==> src/rtl/branch_cond_unit.sv <==
// ---------------------------------------------------------------------------
// branch_cond_unit
//
// Evaluates a branch condition for a bus-based datapath. A 4-bit condition
// field taken from the instruction register selects one of eight compares
// (EQ, NE, signed GT/LT/GE/LE, unsigned GTU/LTU) or an unconditional "taken".
// The compare runs either against zero, using a single bus operand, or between
// two bus operands. In the two-operand case, operand A is latched on one
// CONin strobe and operand B is taken on a later strobe.
//
// Ports
//   clock        in   single clock, rising edge
//   reset        in   synchronous, active-high reset
//   busContents  in   [WIDTH-1:0] operand value on the bus
//   IR           in   [31:0] current instruction; IR[COND_LSB+3:COND_LSB] = cond
//   CONin        in   strobe: capture the bus and advance evaluation
//   cmp_mode     in   0 = compare against zero, 1 = two operands (A then B)
//   q            out  registered condition result, held between evaluations
//   q_valid      out  one-cycle pulse when q has just been updated
//   busy         out  high while A is held and the unit waits for B
//   taken_count  out  [CNT_W-1:0] saturating count of results equal to 1
// ---------------------------------------------------------------------------
module branch_cond_unit #(
  parameter int WIDTH    = 32,
  parameter int COND_LSB = 19,
  parameter int CNT_W    = 16
) (
  input  logic             clock,
  input  logic             reset,
  input  logic [WIDTH-1:0] busContents,
  input  logic [31:0]      IR,
  input  logic             CONin,
  input  logic             cmp_mode,
  output logic             q,
  output logic             q_valid,
  output logic             busy,
  output logic [CNT_W-1:0] taken_count
);

  typedef enum logic [0:0] {
    IDLE   = 1'b0,
    WAIT_B = 1'b1
  } state_e;

  // Low three bits of the condition field select the compare.
  typedef enum logic [2:0] {
    C_EQ  = 3'b000,
    C_NE  = 3'b001,
    C_GT  = 3'b010,
    C_LT  = 3'b011,
    C_GE  = 3'b100,
    C_LE  = 3'b101,
    C_GTU = 3'b110,
    C_LTU = 3'b111
  } cond_e;

  localparam logic [CNT_W-1:0] CNT_MAX = {CNT_W{1'b1}};

  state_e           state_q, state_d;
  logic [WIDTH-1:0] a_q, a_d;
  logic             q_q, q_d;
  logic             q_valid_q, q_valid_d;
  logic [CNT_W-1:0] taken_count_q, taken_count_d;

  logic [3:0]       cond;
  logic [WIDTH-1:0] op_x, op_y;
  logic             eval_fire;
  logic             latch_a;
  logic             result;

  // Only the condition field of IR is used; the rest of the instruction is
  // deliberately ignored.
  logic unused_ir_bits;
  assign unused_ir_bits = ^IR;

  // Compares X against Y for one condition code. Bit 3 of the code forces the
  // result to 1, whatever the operands are.
  function automatic logic cond_eval(input logic [3:0]       c,
                                     input logic [WIDTH-1:0] x,
                                     input logic [WIDTH-1:0] y);
    logic r;
    r = 1'b0;
    if (c[3]) begin
      r = 1'b1;
    end else begin
      unique case (cond_e'(c[2:0]))
        C_EQ:  r = (x == y);
        C_NE:  r = (x != y);
        C_GT:  r = ($signed(x) >  $signed(y));
        C_LT:  r = ($signed(x) <  $signed(y));
        C_GE:  r = ($signed(x) >= $signed(y));
        C_LE:  r = ($signed(x) <= $signed(y));
        C_GTU: r = (x > y);
        C_LTU: r = (x < y);
        default: r = 1'b0;
      endcase
    end
    return r;
  endfunction

  always_comb begin
    // NOTE: every signal assigned in this block gets a default first, so no
    // path through it can leave a value unassigned and infer a latch.
    state_d       = state_q;
    a_d           = a_q;
    q_d           = q_q;
    q_valid_d     = 1'b0;
    taken_count_d = taken_count_q;

    cond = IR[COND_LSB +: 4];

    // In WAIT_B the held A is X and the bus is Y. Otherwise the bus is
    // compared against zero.
    if (state_q == WAIT_B) begin
      op_x = a_q;
      op_y = busContents;
    end else begin
      op_x = busContents;
      op_y = '0;
    end

    // cmp_mode only matters on an IDLE strobe. In WAIT_B, any strobe
    // completes the evaluation.
    eval_fire = CONin && ((state_q == WAIT_B) || !cmp_mode);
    latch_a   = CONin && (state_q == IDLE) && cmp_mode;
    result    = cond_eval(cond, op_x, op_y);

    if (latch_a) begin
      a_d     = busContents;
      state_d = WAIT_B;
    end

    if (eval_fire) begin
      q_d       = result;
      q_valid_d = 1'b1;
      state_d   = IDLE;
      // The count moves on the same edge that raises q_valid with q = 1.
      if (result && (taken_count_q != CNT_MAX)) begin
        taken_count_d = taken_count_q + 1'b1;
      end
    end
  end

  always_ff @(posedge clock) begin
    // NOTE: sequential state uses non-blocking assignments, so every flop
    // samples its pre-edge inputs no matter how the statements are ordered.
    if (reset) begin
      // NOTE: A is a single register, not a memory, so it is reset. A
      // WAIT_B operand is then discarded cleanly and never leaks into a
      // later compare.
      state_q       <= IDLE;
      a_q           <= '0;
      q_q           <= 1'b0;
      q_valid_q     <= 1'b0;
      taken_count_q <= '0;
    end else begin
      state_q       <= state_d;
      a_q           <= a_d;
      q_q           <= q_d;
      q_valid_q     <= q_valid_d;
      taken_count_q <= taken_count_d;
    end
  end

  assign q           = q_q;
  assign q_valid     = q_valid_q;
  assign busy        = (state_q == WAIT_B);
  assign taken_count = taken_count_q;

endmodule

==> config.mk <==
export PLATFORM = sky130hd
export DESIGN_NAME = branch_cond_unit
export DESIGN_NICKNAME = d
export VERILOG_FILES = /design/src/rtl/branch_cond_unit.sv
export SDC_FILE = /design/constraint.sdc
export NUM_CORES = 1
export LEC_CHECK = 0
export ABC_AREA = 0
export CAP_MARGIN = 25
export CORE_AREA = 3 3 85 127
export DETAILED_ROUTE_END_ITERATION = 6
export DIE_AREA = 0 0 88 130
export PLACE_DENSITY = 0.67
export RECOVER_POWER = 50
export SYNTH_ARGS = -nofsm -noshare
export SYNTH_HDL_FRONTEND = slang
export SYNTH_SLANG_ARGS = --single-unit
==> constraint.sdc <==
create_clock -name clock -period 12.61 [get_ports clock]
set_input_delay 1.261 -clock clock [delete_from_list [all_inputs] [get_ports clock]]
set_output_delay 1.261 -clock clock [all_outputs]
set_load 0.02 [all_outputs]
After elaboration in Yosys (flattened, before gate mapping) --
Index checks and enable logic that the tools add are counted.
Storage, ports and cells: word-level logic and storage cells 37, output and inout bits 19, flip-flop bits (word level) 51, bits of input ports 68
Cells by class: bitwise gates (word level) 1, order comparisons 6, add/sub/neg operators 1, equality and inequality tests 10, reductions and logical operators 9, muxes and demuxes 5
Operators with widths (count):
- greater-than comparator 32 bit | 2
- < comparator 32 bit | 2
- two-way mux 32 bit | 2
- equality test 32 bit | 1
- >= comparator 32 bit | 1
- less-or-equal comparator 32 bit | 1
- != test 32 bit | 1
- adder 16 x 1 -> 16 bit (second input constant) | 1
- != test 16 bit (second input constant) | 1
- equality test 3 bit (second input constant) | 4
- one-hot mux 1 bit (8 select lines) | 1
- equality test 3 x 2 -> 1 bit (second input constant) | 2
- logical AND 1 bit | 4
- equality test 3 x 1 -> 1 bit (second input constant) | 1
- logical NOT 3 bit | 1
- two-way mux 1 bit | 2
- AND reduction 2 bit | 1
- OR reduction 2 bit | 1
- logical NOT 1 bit | 1
- logical OR 1 bit | 1
- NOT 1 bit | 1

Logic depth before layout (Yosys ltp) --
Gate-level depths: netlist (run 1).
word-level depth 6, gate-level depth with buffers 13

Least setup slack after synthesis (run 1) --
No wires, ideal clock.
path kind register to register, from register state_q, in the netlist busy, to register taken_count_q[15], in the netlist taken_count[15], data arrival time 4005 ps, setup slack 8487 ps, setup time 119 ps, period minus slack after synthesis 4123 ps, stages on the path, launching flop included 14, cells stage by stage dfxtp_1 -> clkbuf_1 -> buf_1 -> mux2_2 -> ha_1 -> a21oi_1 -> nand2_1 -> a221o_1 -> or4_4 -> and4b_1 -> nor4_2 -> buf_2 -> nor4_1 -> o221a_2
Between the ends: longest elaborated chain between the ends 6
RTL lines:
- start, declared | line 59 | state_e state_q, state_d;
- start signal, assigned | line 157 | state_q <= state_d;
- two-way mux 32 bit | line 114 | if (state_q == WAIT_B) begin
- < comparator 32 bit (tied with other cells) | line 94 | C_LTU: r = (x < y);
- one-hot mux 1 bit (8 select lines) | line 86 | unique case (cond_e'(c[2:0]))
- two-way mux 1 bit | line 83 | if (c[3]) begin
- logical AND 1 bit | line 138 | if (result && (taken_count_q != CNT_MAX)) begin
- AND reduction 2 bit (no source line) *
- end signal, assigned | line 161 | taken_count_q <= taken_count_d;
- end, declared | line 63 | logic [CNT_W-1:0] taken_count_q, taken_count_d;
Mark *: on every way between the ends. The rest lies on a longest branch, timed or not. A chain may end at the register's enable or synchronous reset.

Final worst setup path (run 1) --
from input busContents[30], to register taken_count_q[10], in the netlist taken_count[10]
Between the ends: longest elaborated chain between the ends 6
RTL lines:
- start, declared | line 30 | input logic [WIDTH-1:0] busContents,
- two-way mux 32 bit | line 114
- < comparator 32 bit (tied with other cells) | line 94
- one-hot mux 1 bit (8 select lines) * | line 86
- two-way mux 1 bit * | line 83
- logical AND 1 bit * | line 138
- AND reduction 2 bit (no source line) *
Marks and branches as above.

==> metrics.cfg, run 1 <==
[floorplan]
die_h_um=130
io_pins=87
core_um2=9740
initial_core_util=0.350
chipWidth_um=88
rows=44
dieArea_um2=11400

[critical_path]
worstPathCellList=clkdlybuf4s50_1 > mux2_2 > ha_1 > a21oi_1 > nand2_1 > a221o_1 > or4_4 > a311oi_2 > nor4_2 > buf_4 > or4_1 > a21oi_1
criticalPathCategory=input pin to flop
crit_slowest_cell=or4_4
critPathMaxStageDelay_ps=530
end_kind=flop
start_kind=input pin
worst_path_dominant_cell_family=simple AND/OR/NAND/NOR gates
cp_data_arrival_time_ps=4720
critPathBufInv=2
crit_required_ps=12830
cpMostUsedCell=a21oi_1
crit_path_max_fanout=22

[clock_network]
cts_buffer_depth=2
clockRootBuffer=clkbuf_16
postCtsSetupBuffers=0
insertion_delay_ps=290
clk_pin_slew_ps=70
numCtsBuffers=5
cts_repair_resize_count=0
cts.sinks=51
tritoncts=done
hold_buffers=0
cts-htree-levels=2

[sta]
maxSlewViolCount=34
clock.fmax_mhz=222
rsz0062_at_grt=false
final.min_clock_period_ps=4510
clock_skew_ps=4.91
slew_headroom=-0.0804
setup_viol=0
period_share=0.357
final_hold_viol_count=0
setup_tns_ps=0
worstMarginPinSlew_ps=1620

[placement]
dp_cells=584
post_dp_cell_area_um2=4060
gp_congestion=0.781
numPortBuffers=58
hpwl_mm=5.71

[global_routing]
track_usage=0.140
first_global_vias=3069
antenna_found_initial=0
grt-ovfl-total=0
grt_pass1_wl_mm=13.2
grt_max_degree=58

[routing]
wl_met1_mm=3.36
antenna_left=0
dr.pass1.iters=6
drt-total-wl_mm=7.87
viasPerCell=5.39
first_iter_violations=108
highest_layer=met4
wl_met3_um=247
vias=3199
routed-wl-met2_mm=4.03
drt-wirelength-per-cell_um=13.3
drc=0

[synth]
synth-edff-count=0
synth_area_um2=3410
seq_area_frac_synth=0.299
postSynthAreaPerCell_um2=7.91
yosysUniqueCellTypes=44
netlist_instances=431
ys_ff_latch=51
async_reset_ff_frac=0
syn_nets=532
synthFlopType=dfxtp_1
ys_warn_count=0

[cells_and_area]
register_area_um2=1020
diodes=0
fillers=966
syn2layout_area_growth_pct=24.7
nets=578
drive_gt1_frac=0.128
multi_input_area_um2=2270
final_cell_count_no_fill=593
postLayoutCellArea_um2=4250

[run]
cap_violations=1

[power_and_ir_drop]
cellLeakagePower_nw=1.58
powerDensity_nw_per_um2=97.3
irDropWorstVdd_v=0.0000532

[hold_path]
hp-class=flop to flop

[run_status]
status=complete, but fails checks
violations=capacitance limit, slew limit

[synth_stat cells, types with 6 or more instances]
master,n,share of area
mux2_2,39,0.13
nor3_1,10,0.015
ha_1,33,0.12
inv_1,7,0.0077
clkbuf_1,19,0.021
nand2_1,111,0.12
nand3_1,14,0.021
and3_1,8,0.015
dfxtp_1,51,0.30
a21oi_1,53,0.078
nor2b_1,9,0.017
nand4_1,7,0.013
o21ai_0,6,0.0088
nor2_1,12,0.013
[worst min-delay path, stage by stage, from the launching register on]
cell     delay, ps
dfxtp_1        310
nand2_1         50
a21oi_1         50
[power breakdown]
part	switching (W)	internal (W)	leakage, nW
combinational	0.0000432	0.0000411	1.08
clock	0.0000596	0.0000988	0.0868
sequential	0.00000424	0.000167	0.415
total	0.000107	0.000307	1.58
[layout make-up]
cell class / count / share of cell area
clock buffers: 6 / 0.0327
repair buffers: 62 / 0.144
inverters: 7 / 0.00618
flip-flops and latches: 51 / 0.240
multi-input cells: 350 / 0.534
clock inverters: 2 / 0.00824
well taps: 115 / 0.0338
[metrics by stage]
stage / worst slack, ps / hold WS, ps / power, W / utilization
CTS: 8060 / 456 / 0.000420 / 0.435
finish: 8100 / 451 / 0.000414 / 0.436
detailed placement: 7760 / 446 / 0.000260 / 0.417
floorplan: 8490 / 433 / 0.000229 / -
global placement: 7810 / 438 / 0.000257 / 0.417
global route: 7830 / 475 / 0.000437 / 0.436
[kinds of logic after synthesis]
family / synth area share
buf+inv: 0.0356
fa+ha+maj: 0.121
simple gates: 0.270
mux: 0.132
compound gates: 0.142
flops: 0.299
[layer usage]
metal,global-route usage,vias up
li1,-,1624
met1,0.162,1510
met2,0.256,50
met3,0.0196,15
met4,0.0551,0
met5,0,-
[registers in the layout (all words and copies together), names as in the netlist]
name,cells
q,1
taken_count,16
q_valid,1
a_q,32
busy,1
[worst paths after layout]
check	from	endpoint	slack, ps	cells past startpoint
max	busContents[30]	taken_count[10]	8100	12
max reg2reg	busy	taken_count[10]	8240	12
min reg2reg	a_q[30]	a_q[30]	450	2
min	a_q[30]	a_q[30]	450	2
[cell usage in the layout, fill, tap and decap left out, types with 2 or more instances in the layout]
cell type,Yosys,routed
and3_1,8,8
nand2_1,111,111
dlygate4sd3_1,0,8
or4_1,3,3
o21ai_0,6,6
nor3b_1,3,3
or3_1,2,2
nor3_1,10,10
and4_1,3,3
o31ai_1,4,4
inv_1,7,7
nor4_1,3,3
o21a_1,3,3
clkdlybuf4s50_1,0,49
clkbuf_16,0,5
nand3_1,14,14
or2_2,2,2
nor2b_1,9,9
ha_1,33,33
o221a_2,2,2
nand2b_1,2,2
a21oi_1,53,53
nor2_1,12,11
dfxtp_1,51,50
a21o_1,4,4
mux2_2,39,39
and2_1,2,2
nand4_1,7,7
buf_4,0,2
Power figures use the tool's default switching activity.
==> run 2: changes to the inputs <==
Settings changed: PLACE_DENSITY 0.67 to 0.69.
Clock period 12.61 ns to 3.8 ns, I/O delays scaled along.
==> run 2 against run 1 <==
Core utilization is 1.9 points higher. Largest cell class unchanged. Global-route usage up 1.4 points. First-iteration DRC count is 43% higher. The flow still finishes with violations (capacitance limit, slew limit). Via count is 4.1% higher. Critical endpoint unchanged. Clock power rose to 2.9 times the previous value. Clock-buffer cell count unchanged. Die area stayed put.
==> metrics.cfg, run 2 (same netlist as run 1, synthesis figures left out) <==
[cells_and_area]
nets=592  ; +2.4%
largest_reg_flops=32  ; unchanged
syn2layout_area_growth_pct=30.1
final_common_cell=nand2_1
fin_util=0.455  ; +0.0191
fillers=928  ; -3.9%
layout_common_cells=111 x nand2_1, 53 x a21oi_1, 50 x dfxtp_1, 40 x clkdlybuf4s50_1, 39 x mux2_2
top_register=a_q
drive_gt1_frac=0.161  ; +0.0333
postLayoutCellArea_um2=4440  ; +4.4%
diodes=0  ; unchanged

[routing]
vias=3331  ; +4.1%
dr.pass1.iters=5  ; -1
drc=0  ; unchanged
antenna_left=0  ; unchanged
drt-wirelength-per-cell_um=14.0  ; +5.6%
first_iter_violations=154  ; +43%
drt-total-wl_mm=8.49  ; +7.9%
viasPerCell=5.50  ; +1.9%

[sta]
setup_viol=0  ; unchanged
final_hold_viol_count=0  ; unchanged
clock.fmax_mhz=275
period_share=0.956
final.min_clock_period_ps=3630
clock_skew_ps=8.61  ; +3.70 ps
worstMarginPinSlew_ps=1610  ; -11.3 ps
maxSlewViolCount=34  ; unchanged
setup_ws_ps=167  ; -7940 ps
slew_headroom=-0.0729  ; +0.00751

[critical_path]
r2r_slack_ps=170  ; -8070 ps
cp_data_arrival_time_ps=3860  ; -860 ps
crit_path_max_fanout=22  ; unchanged
crit_required_ps=4020  ; -8810 ps
criticalPathCategory=flop to flop
end_kind=flop
start_kind=flop
r2r_end=taken_count[10]
r2r_start=busy
r2r_cells=12  ; unchanged

[run_status]
violations=capacitance limit, slew limit
status=complete, but fails checks

[clock_network]
clk_pin_slew_ps=60  ; about the same
tritoncts=done
numCtsBuffers=5  ; unchanged
clockRootBuffer=clkbuf_16
cts-htree-levels=2  ; unchanged
cts_buffer_depth=2  ; unchanged
postCtsSetupBuffers=0  ; unchanged
insertion_delay_ps=290  ; about the same
cts.sinks=51  ; unchanged

[floorplan]
dieArea_um2=11400  ; unchanged
die_h_um=130  ; unchanged
chipWidth_um=88  ; unchanged
core_um2=9740  ; unchanged
rows=44  ; unchanged
initial_core_util=0.350  ; unchanged
io_pins=87  ; unchanged

[hold_path]
hold_end=taken_count[0]
worstHoldPathCells=2  ; unchanged
hp-start=reset
hp-class=input pin to flop

[power_and_ir_drop]
powerDensity_nw_per_um2=302  ; +210%
cellLeakagePower_nw=1.70  ; +7.5%
irDropWorstVdd_v=0.000150  ; +180%

[run]
cap_violations=1  ; unchanged

[global_routing]
grt_pass1_wl_mm=14.2  ; +7.1%
track_usage=0.154  ; +0.0139
grt_max_degree=58  ; unchanged
antenna_found_initial=0  ; unchanged
grt-ovfl-total=0  ; unchanged
first_global_vias=3262  ; +6.3%

[placement]
hpwl_mm=6.03  ; +5.5%
place_ws_ps=-120  ; -7880 ps
gp_congestion=0.799  ; +2.3%
post_dp_cell_area_um2=4200  ; +3.3%
numPortBuffers=58  ; unchanged

-- run 2: cell types whose count changed in the layout (fill, tap and decap cells not counted), sizes merged --
cell and delta:
clkdlybuf4s50 -9, buf +13, clkbuf +1, dlygate4sd3 +9, bufinv -1
-- run 2: worst max-delay path by stage --
stage | from | end | slack (ps) | cells past startpoint
after floorplan | busy | taken_count[2] | 80 | 13
after global placement | busContents[23] | taken_count[3] | -20 | 12
after detailed placement | busContents[1] | taken_count[9] | -120 | 12
after CTS | busy | taken_count[9] | 30 | 12
after global routing | busy | taken_count[3] | -20 | 13
final | busy | taken_count[10] | 170 | 12
-- run 2: critical path: stages (launching register included) --
cell and delay (ps):
dfxtp_4 400, buf_12 150, mux2_2 330, ha_1 340
a21oi_1 160, nand2_1 70, a221o_1 360, or4_4 540
a311oi_4 310, nor4_4 80, buf_12 170, or4_1 500
a21oi_1 150
-- run 2: final cells by class --
type                       count  area [um^2]  area share
tap                          115          144      0.0324
inverter                       7         26.3     0.00592
multi-input combinational    350         2320       0.523
timing repair buffer          76          778       0.175
sequential                    51         1020       0.231
clock buffer                   6          139      0.0313
clock inverter                 1         5.00     0.00113
-- run 2: per-layer routing --
layer  global-route usage  wire length, um
met4               0.0768              280
met3               0.0335              372
met5                    0                0
met1                0.167             3450
met2                0.277             4390
-- run 2: metrics by stage --
stage | total power, W | std cells | hold WS, ps | setup TNS (ps)
floorplan | 0.000763 | 431 | 433 | 0
global placement | 0.000871 | 597 | 438 | -169
detailed placement | 0.000883 | 597 | 445 | -1220
CTS | 0.00135 | 604 | 455 | 0
global route | 0.00142 | 606 | 354 | -74.8
finish | 0.00134 | 606 | 360 | 0
-- run 2: power breakdown --
group	internal [W]	switching, W
sequential	0.000553	0.0000108
clock	0.000258	0.000198
combinational	0.000159	0.000161
total	0.000970	0.000370
-- run 2: timing repair --
item | 4_1_cts | 5_1_grt
pin swaps | 0 | 1
cloned | 0 | 1
setup endpoints to repair | 7 | 17
hold buffers | 0 | 0
resized for setup | 1 | 8
==> run 3: changes to the inputs <==
Settings changed: CAP_MARGIN 25 to default, PLACE_DENSITY 0.69 to 0.67.
Clock period 3.8 ns to 4.5 ns, I/O delays scaled along.
==> run 3 against run 2 <==
Cell count fell by 2.0%. Clock power fell by 2%. Combinational power fell by 26%. Critical path depth did not move. Maximum frequency fell by 9.4%. The run still ends with capacitance limit, slew limit left. Die area did not move. Hold slack improved by 94 ps. Via count fell by 5.9%. First-iteration DRC count fell by 40%. Register-to-register slack improved by 320 ps. Core utilization fell by 1.8 points. Flip-flop and latch count did not move.
==> metrics.cfg, run 3 (same netlist as run 1, synthesis figures left out) <==
[run_status]
status=complete, but fails checks
violations=capacitance limit, slew limit

[cells_and_area]
largest_reg_flops=32  ; unchanged
top_register=a_q
layout_common_cells=111 x nand2_1, 53 x a21oi_1, 50 x dfxtp_1, 39 x mux2_2, 39 x clkdlybuf4s50_1
drive_gt1_frac=0.129  ; -0.0315
postLayoutCellArea_um2=4260  ; -3.9%
final_cell_count_no_fill=594  ; -2.0%
nets=579  ; -2.2%
diodes=0  ; unchanged
final_common_cell=nand2_1
fin_util=0.437  ; -0.0180
syn2layout_area_growth_pct=25.0

[power_and_ir_drop]
powerDensity_nw_per_um2=273  ; -9.7%
irDropWorstVdd_v=0.000132  ; -12%
cellLeakagePower_nw=1.62  ; -4.3%

[placement]
dp_cells=586  ; -1.8%
gp_congestion=0.777  ; -2.8%
numPortBuffers=58  ; unchanged
hpwl_mm=5.72  ; -5.0%
post_dp_cell_area_um2=4090  ; -2.6%

[clock_network]
postCtsSetupBuffers=0  ; unchanged
cts.sinks=51  ; unchanged
numCtsBuffers=5  ; unchanged
cts_buffer_depth=2  ; unchanged
clockRootBuffer=clkbuf_16
clk_pin_slew_ps=70  ; about the same
insertion_delay_ps=290  ; about the same
cts-htree-levels=2  ; unchanged
tritoncts=done
hold_buffers=0  ; unchanged
cts_repair_resize_count=0  ; -1

[sta]
rsz0062_at_grt=false
setup_tns_ps=0  ; unchanged
slew_headroom=-0.304  ; -0.231
clock.fmax_mhz=249  ; -9.4%
final_hold_viol_count=0  ; unchanged
worstMarginPinSlew_ps=1960  ; +347 ps
maxSlewViolCount=33  ; -2.9%
setup_viol=0  ; unchanged
final.min_clock_period_ps=4010  ; +379 ps
period_share=0.891  ; -0.0645
clock_skew_ps=6.47  ; -2.14 ps

[floorplan]
dieArea_um2=11400  ; unchanged
io_pins=87  ; unchanged
core_um2=9740  ; unchanged
chipWidth_um=88  ; unchanged
rows=44  ; unchanged
initial_core_util=0.350  ; unchanged
die_h_um=130  ; unchanged

[routing]
drt-wirelength-per-cell_um=13.3  ; -4.7%
vias=3134  ; -5.9%
viasPerCell=5.28  ; -4.0%
drc=0  ; unchanged
drt-total-wl_mm=7.93  ; -6.6%
first_iter_violations=93  ; -40%
dr.pass1.iters=4  ; -1
antenna_left=0  ; unchanged

[critical_path]
crit_required_ps=4680  ; +660 ps
end_kind=flop
crit_path_max_fanout=22  ; unchanged
criticalPathCategory=flop to flop
r2r_cells=12  ; unchanged
start_kind=flop
r2r_start=busy
r2r_end=taken_count[4]
r2r_slack_ps=490  ; +320 ps
cp_data_arrival_time_ps=4200  ; +340 ps

[global_routing]
antenna_found_initial=0  ; unchanged
grt_pass1_wl_mm=13.3  ; -6.2%
grt-ovfl-total=0  ; unchanged
track_usage=0.143  ; -0.0115
first_global_vias=3010  ; -7.7%
grt_max_degree=58  ; unchanged

[hold_path]
hp-start=a_q[4]
worstHoldPathCells=2  ; unchanged
hp-class=flop to flop
hold_end=a_q[4]

[run]
cap_violations=1  ; unchanged

run 3: area by class of cell:
class                      count  area, um^2
clock buffer                   6         139
clock inverter                 2        35.0
fill                         964        5480
inverter                       7        26.3
multi-input combinational    350        2270
sequential                    51        1020
tap                          115         144
timing repair buffer          63         626
run 3: worst max path at each step:
stage	startpoint	endpoint	slack [ps]	cells past startpoint
2_1_floorplan	busy	taken_count[15]	380	13
3_3_place_gp	busContents[14]	taken_count[4]	510	12
3_5_place_dp	busy	taken_count[4]	410	12
4_1_cts	busy	taken_count[4]	420	12
5_1_grt	busy	taken_count[4]	110	12
6_report	busy	taken_count[4]	490	12
run 3: stage by stage:
| step | hold slack (ps) | total power [W] | setup WS, ps |
|---|---|---|---|
| after global placement | 438 | 0.000724 | 507 |
| after CTS | 453 | 0.00118 | 424 |
| after floorplan | 433 | 0.000643 | 377 |
| final | 454 | 0.00116 | 488 |
| after global routing | 476 | 0.00123 | 109 |
| after detailed placement | 443 | 0.000730 | 412 |
run 3: critical path: stages (launching register included):
cell,delay (ps)
dfxtp_2,600
buf_4,330
mux2_2,360
ha_1,290
nor2b_1,130
o211ai_1,150
a21boi_0,130
o41ai_1,680
a311oi_1,230
nor4_2,320
buf_4,290
nor3_1,100
mux2_2,290
run 3: power breakdown:
group          total [W]  internal [W]  switching [W]  leakage (nW)
clock           0.000446      0.000277       0.000169        0.0868
sequential      0.000478      0.000467      0.0000108         0.415
combinational   0.000238      0.000116       0.000122          1.12
total            0.00116      0.000860       0.000303          1.62
run 3: layer usage:
| layer | GRT usage | wire length (um) | vias up |
|---|---|---|---|
| li1 | - | - | 1623 |
| met1 | 0.160 | 3280 | 1468 |
| met2 | 0.274 | 4330 | 39 |
| met3 | 0.0196 | 233 | 4 |
| met4 | 0.0388 | 79 | 0 |
| met5 | 0 | 0 | - |
